$ cat src/rtl/spi_reg_pkg.sv
// Shared definitions for the SPI register controller: FSM states, register
// map addresses and frame field positions.
package spi_reg_pkg;

    typedef enum logic [1:0] {
        IDLE   = 2'd0,
        DECODE = 2'd1,
        COMMIT = 2'd2,
        DROP   = 2'd3
    } spi_ctrl_state_t;

    localparam int unsigned ADDR_EN_OUT_LO = 0;
    localparam int unsigned ADDR_EN_OUT_HI = 1;
    localparam int unsigned ADDR_EN_PWM_LO = 2;
    localparam int unsigned ADDR_EN_PWM_HI = 3;
    localparam int unsigned ADDR_DUTY      = 4;
    localparam int unsigned NUM_REGS       = 5;

    // Frame layout: [15] write, [14:8] address, [7:0] data
    localparam int unsigned FRAME_WR_BIT   = 15;
    localparam int unsigned FRAME_ADDR_MSB = 14;
    localparam int unsigned FRAME_ADDR_LSB = 8;
    localparam int unsigned FRAME_DATA_MSB = 7;
    localparam int unsigned FRAME_DATA_LSB = 0;
    localparam int unsigned ADDR_W         = FRAME_ADDR_MSB - FRAME_ADDR_LSB + 1;

endpackage

$ cat src/rtl/spi_reg_bank.sv
// Configuration register storage, NUM_REGS x 8 bits.
// With SPI_REG_SHADOW_EN defined, writes land in a shadow bank that is copied
// to the active outputs on each period_end pulse; otherwise writes go straight
// to the active outputs and period_end is ignored.
module spi_reg_bank
    import spi_reg_pkg::*;
(
    input  logic                         clk,
    input  logic                         rst,
    input  logic                         we_i,
    input  logic [ADDR_W-1:0]            waddr_i,
    input  logic [7:0]                   wdata_i,
    input  logic                         period_end_i,
    output logic [NUM_REGS-1:0][7:0]     regs_o
);

    logic [NUM_REGS-1:0][7:0] active_q;

`ifdef SPI_REG_SHADOW_EN
    logic [NUM_REGS-1:0][7:0] shadow_q;

    // Shadow takes writes; active copies the pre-write shadow on period_end
    always_ff @(posedge clk) begin
        if (rst) begin
            shadow_q <= '0;
            active_q <= '0;
        end else begin
            for (int i = 0; i < NUM_REGS; i++) begin
                if (we_i && (waddr_i == ADDR_W'(i))) begin
                    shadow_q[i] <= wdata_i;
                end
            end
            if (period_end_i) begin
                active_q <= shadow_q;
            end
        end
    end
`else
    logic unused_period_end;
    assign unused_period_end = period_end_i;

    // Direct write into the active registers
    always_ff @(posedge clk) begin
        if (rst) begin
            active_q <= '0;
        end else begin
            for (int i = 0; i < NUM_REGS; i++) begin
                if (we_i && (waddr_i == ADDR_W'(i))) begin
                    active_q[i] <= wdata_i;
                end
            end
        end
    end
`endif

    assign regs_o = active_q;

endmodule

$ cat src/rtl/spi_reg_ctrl.sv
// Sequences SPI frames into the PWM configuration register bank: accepts one
// frame, validates write bit and address, then commits or drops it.
// Optional shadow banking is enabled by defining SPI_REG_SHADOW_EN.
module spi_reg_ctrl
    import spi_reg_pkg::*;
#(
    parameter int unsigned MAX_ADDR = 4,
    parameter int unsigned ERR_W    = 8
) (
    input  logic              clk,
    input  logic              rst,
    input  logic              frame_valid,
    output logic              frame_ready,
    input  logic [15:0]       frame_data,
    input  logic              period_end,
    input  logic              err_clr,
    output logic [7:0]        en_reg_out_7_0,
    output logic [7:0]        en_reg_out_15_8,
    output logic [7:0]        en_reg_pwm_7_0,
    output logic [7:0]        en_reg_pwm_15_8,
    output logic [7:0]        pwm_duty_cycle,
    output logic              wr_pulse,
    output logic [ADDR_W-1:0] wr_addr,
    output logic [ERR_W-1:0]  err_cnt,
    output logic              busy
);

    localparam logic [ADDR_W-1:0] MaxAddr = ADDR_W'(MAX_ADDR);
    localparam logic [ERR_W-1:0]  ErrMax  = '1;

    spi_ctrl_state_t          state_q;
    logic [15:0]              frame_q;
    logic                     wr_pulse_q;
    logic [ADDR_W-1:0]        wr_addr_q;
    logic [ERR_W-1:0]         err_cnt_q;
    logic [ADDR_W-1:0]        frame_addr;
    logic [7:0]               frame_wdata;
    logic                     frame_ok;
    logic [NUM_REGS-1:0][7:0] regs;

    assign frame_addr  = frame_q[FRAME_ADDR_MSB:FRAME_ADDR_LSB];
    assign frame_wdata = frame_q[FRAME_DATA_MSB:FRAME_DATA_LSB];
    assign frame_ok    = frame_q[FRAME_WR_BIT] && (frame_addr <= MaxAddr);

    // Frame sequencing FSM with registered strobe, address and error counter
    always_ff @(posedge clk) begin
        if (rst) begin
            state_q    <= IDLE;
            frame_q    <= '0;
            wr_pulse_q <= 1'b0;
            wr_addr_q  <= '0;
            err_cnt_q  <= '0;
        end else begin
            wr_pulse_q <= 1'b0;
            unique case (state_q)
                IDLE: begin
                    if (frame_valid) begin
                        frame_q <= frame_data;
                        state_q <= DECODE;
                    end
                end
                DECODE: begin
                    state_q <= frame_ok ? COMMIT : DROP;
                end
                COMMIT: begin
                    wr_pulse_q <= 1'b1;
                    wr_addr_q  <= frame_addr;
                    state_q    <= IDLE;
                end
                DROP: begin
                    if (err_cnt_q != ErrMax) begin
                        err_cnt_q <= err_cnt_q + 1'b1;
                    end
                    state_q <= IDLE;
                end
                default: state_q <= IDLE;
            endcase
            // Clear has priority over a same-edge increment
            if (err_clr) begin
                err_cnt_q <= '0;
            end
        end
    end

    spi_reg_bank u_bank (
        .clk          (clk),
        .rst          (rst),
        .we_i         (state_q == COMMIT),
        .waddr_i      (frame_addr),
        .wdata_i      (frame_wdata),
        .period_end_i (period_end),
        .regs_o       (regs)
    );

    assign frame_ready     = (state_q == IDLE);
    assign busy            = (state_q != IDLE);
    assign wr_pulse        = wr_pulse_q;
    assign wr_addr         = wr_addr_q;
    assign err_cnt         = err_cnt_q;
    assign en_reg_out_7_0  = regs[ADDR_EN_OUT_LO];
    assign en_reg_out_15_8 = regs[ADDR_EN_OUT_HI];
    assign en_reg_pwm_7_0  = regs[ADDR_EN_PWM_LO];
    assign en_reg_pwm_15_8 = regs[ADDR_EN_PWM_HI];
    assign pwm_duty_cycle  = regs[ADDR_DUTY];

endmodule

$ cat config.mk
export PLATFORM = sky130hd
export DESIGN_NAME = spi_reg_ctrl
export DESIGN_NICKNAME = d
export VERILOG_FILES = /design/src/rtl/spi_reg_pkg.sv /design/src/rtl/spi_reg_bank.sv /design/src/rtl/spi_reg_ctrl.sv
export SDC_FILE = /design/constraint.sdc
export NUM_CORES = 1
export LEC_CHECK = 0
export ABC_AREA = 1
export ABC_CLOCK_PERIOD_IN_PS = 1900
export BUFFER_PORTS_ARGS = -buffer_cell sky130_fd_sc_hd__buf_2
export CAP_MARGIN = 20
export CELL_PAD_IN_SITES_DETAIL_PLACEMENT = 0
export CELL_PAD_IN_SITES_GLOBAL_PLACEMENT = 2
export CORE_MARGIN = 4
export CORE_UTILIZATION = 29
export CTS_CLUSTER_DIAMETER = 150
export CTS_CLUSTER_SIZE = 12
export DETAILED_ROUTE_END_ITERATION = 12
export GPL_TIMING_DRIVEN = 0
export PLACE_DENSITY_LB_ADDON = 0.1
export SYNTH_ARGS = -nofsm -noshare
export SYNTH_HDL_FRONTEND = slang
export SYNTH_SLANG_ARGS = --single-unit
export TNS_END_PERCENT = 10
$ cat constraint.sdc
create_clock -name clk -period 1.9 [get_ports clk]
set_clock_uncertainty 0.2 [all_clocks]
set_input_delay 0.19 -clock clk [delete_from_list [all_inputs] [get_ports clk]]
set_output_delay 0.19 -clock clk [all_outputs]
set_load 0.005 [all_outputs]
==> results.yml <==
outcome:
  status: "finished, final reports clean"
final_layout:
  seq_area_mm2: 0.001481
  drive_gt1_share_pct: 23.68
  antenna_cells_inserted: 0
  multi_input_area_mm2: 0.001314
  nets: 528
  area_delta_synth_final_pct: 32.77
  postLayoutCoreUtil_pct: 40.08
  n_fill_cell: 1077
timing:
  hold_violations: 0
  drv_slew: 0
  setup_ws_ns: 0.1061
  setup_viol: 0
  worst_pin_slew_ns: 0.4885
  slew_headroom_pct: 67.44
  grt_setup_unrepaired: "true"
  fin_crit_ns: 1.794
  max_freq_mhz: 557.5
  period_share_pct: 94.41
global_routing:
  grt_max_degree: 14
  grt_pass1_vias: 2811
  grt_overflow: 0
  antenna_found_initial: 0
  grt.total_usage_pct: 15.82
  grt_pass1_wl_um: 14410
detailed_routing:
  wirelength_um: 9111
  wire_per_inst_um: 14.15
  antenna_left: 0
  drc: 0
  avgViaCountPerCell: 4.539
  drt_iter0_markers: 107
  drt_first_pass_iters: 4
  vias: 2923
yosys:
  avgSynthCellArea_um2: 7.482
  yosysTopAreaCell: "dfxtp_1"
  synth_common_cells: "74 x dfxtp_1, 72 x nand2_1, 67 x nor2_1"
  synth_cell_types: 22
  synth_edf_count: 0
  yosys_warnings: 0
  synth_seq_cells: 74
  synth_seq_area_share_pct: 49.75
  yosysMostFrequentCell: "dfxtp_1"
  synth_top_area_share_pct: 49.75
  syn_inst: 398
  synth_fp_nets: 420
  async_reset_ff_share_pct: 0
  synth_area_leaders: "dfxtp_1 50%, nand2_1 9.1%, a21oi_1 8.6%, nor2_1 8.4%, nand3_1 7.7%"
  ys.flop_type: "dfxtp_1"
  syn_area_mm2: 0.002978
clocking:
  cts.clk_slew.worst_paths_ns: 0.09
  cts_tree: "done"
  cts.sink_count: 74
  root_buffer: "clkbuf_8"
  clock_tree.buffer_depth: 2
  clk_latency_ns: 0.34
  htree_levels: 3
  numCtsBuffers: 9
pwr:
  combPwrFrac_pct: 11.0
  sequentialPowerShare_pct: 48.6
  swShare_pct: 27.20
  power.density_mw_per_mm2: 856.4
  finalPower_mw: 3.386
  p_switching_mw: 0.9209
  leakage_nw: 1.736
  clock_power_share_pct: 40.4
  intPower_mw: 2.465
  ir_drop_mv: 0.3893
setup_path:
  worstPathRequired_ns: 1.99
  critPathArrivalTime_ns: 1.88
  r2r_start: "err_cnt[0]$_SDFFE_PP0P_"
  setup.worst_path.class: "in -> reg"
  startpoint: "rst"
  startpoint_type: "input port"
  crit_path_end: "err_cnt[5]$_SDFFE_PP0P_"
  crit_fanout: 3
  ff2ff_path_depth: 8
  r2r-end: "err_cnt[4]$_SDFFE_PP0P_"
  rrSetupSlack_ns: 0.17
  end_kind: "flop"
run:
  max_cap_violations: 0
die:
  ioPinCount: 79
  die_y_um: 109.3
  num_rows: 36
  core_mm2: 0.009864
  start_util_pct: 30.19
  die_area_mm2: 0.01195
  die_x_um: 109.3
hold_path:
  hp-start: "u_bank.regs_o[6]$_SDFFE_PP0P_"
  hold_class: "reg -> reg"
placed_design:
  dp_slack_ns: 0.09154
  place.gp.congestion: 0.7589
  portBuffers: 77
  dp_hpwl_um: 6550
[power groups by stage]
stage	clock (mW)	sequential, mW	combinational [mW]
after global routing	1.49	1.65	0.420
after detailed placement	0	1.68	0.344
final	1.37	1.64	0.373
after CTS	1.41	1.64	0.376
after floorplan	0	1.67	0.220
after global placement	0	1.68	0.342
[placed cells by master, fill, tap and decap left out]
cell,n
nor2_1,66
buf_2,82
inv_1,24
nand4_1,1
dlygate4sd3_1,20
a21oi_1,51
ha_1,1
nand3_1,46
xor2_1,3
nor2_4,7
bufinv_16,2
dfxtp_1,74
inv_2,2
nor2_2,4
nand2_1,71
nand2_2,5
buf_4,1
clkinvlp_4,2
clkbuf_1,5
clkbuf_2,2
clkinv_2,2
buf_1,2
clkbuf_8,9
buf_6,2
a31oi_1,1
o211ai_1,1
clkinv_4,1
o21ai_0,24
[cell type report]
type,count,area share (%)
flip-flops and latches,74,37.47
multi-input cells,281,33.23
repair buffers,97,14.81
well taps,133,4.209
clock buffers,9,3.133
inverters,26,2.468
clock inverters,7,2.373
plain buffers,17,2.310
[what timing repair did]
action,CTS,global route
resized for setup,0,3
setup endpoints to repair,0,13
hold buffers,20,0
setup buffers,0,0
hold endpoints to repair,21,0
[critical path, stage by stage]
cell and delay [ns]:
dlygate4sd3_1 0.54, buf_2 0.15, nor2_2 0.17, dlygate4sd3_1 0.65, o21ai_0 0.10, nor2_1 0.08
[metal layers]
layer	share of wire, %	GRT usage (%)	wire (um)	up-vias
li1	-	-	-	1508
met3	5.0	3.934	456	6
met5	0	0	0	-
met1	49	21.40	4483	1347
met4	0.71	4.007	65	0
met2	45	25.28	4105	62
[metrics by stage]
stage | instances | area (um2) | setup TNS (ns) | hold WS [ns]
2_1_floorplan | 398 | 2978 | 0 | 0.1545
3_3_place_gp | 608 | 3530 | 0 | 0.2496
3_5_place_dp | 608 | 3530 | 0 | 0.2530
4_1_cts | 644 | 3948 | 0 | 0.2651
5_1_grt | 644 | 3954 | -0.04136 | 0.2844
6_report | 644 | 3954 | 0 | 0.2628
[worst min path at each step]
stage / endpoint / slack (ns) / cells past startpoint
after floorplan: frame_q[10]$_SDFFE_PP0P_ / 0.15 / 2
after global placement: u_bank.regs_o[2]$_SDFFE_PP0P_ / 0.25 / 2
after detailed placement: u_bank.regs_o[2]$_SDFFE_PP0P_ / 0.25 / 2
after CTS: u_bank.regs_o[8]$_SDFFE_PP0P_ / 0.27 / 2
after global routing: u_bank.regs_o[9]$_SDFFE_PP0P_ / 0.28 / 2
final: u_bank.regs_o[6]$_SDFFE_PP0P_ / 0.26 / 2
[registers in the layout, summed over array words and instances, names as in the netlist]
signal,cells
wr_addr,7
frame_q,16
err_cnt,8
u_bank.regs_o,40
wr_pulse,1
state_q,2
[logic make-up after synthesis]
logic type                 synth area share, %
and+or+nand+nor                          29.58
xor gates and xnor gates                0.8825
adders and majority gates               0.4201
DFF                                      49.75
buffers and inverters                    6.303
AOI/OAI and AO/OA                        13.07
(Power assumes the default switching activity.)
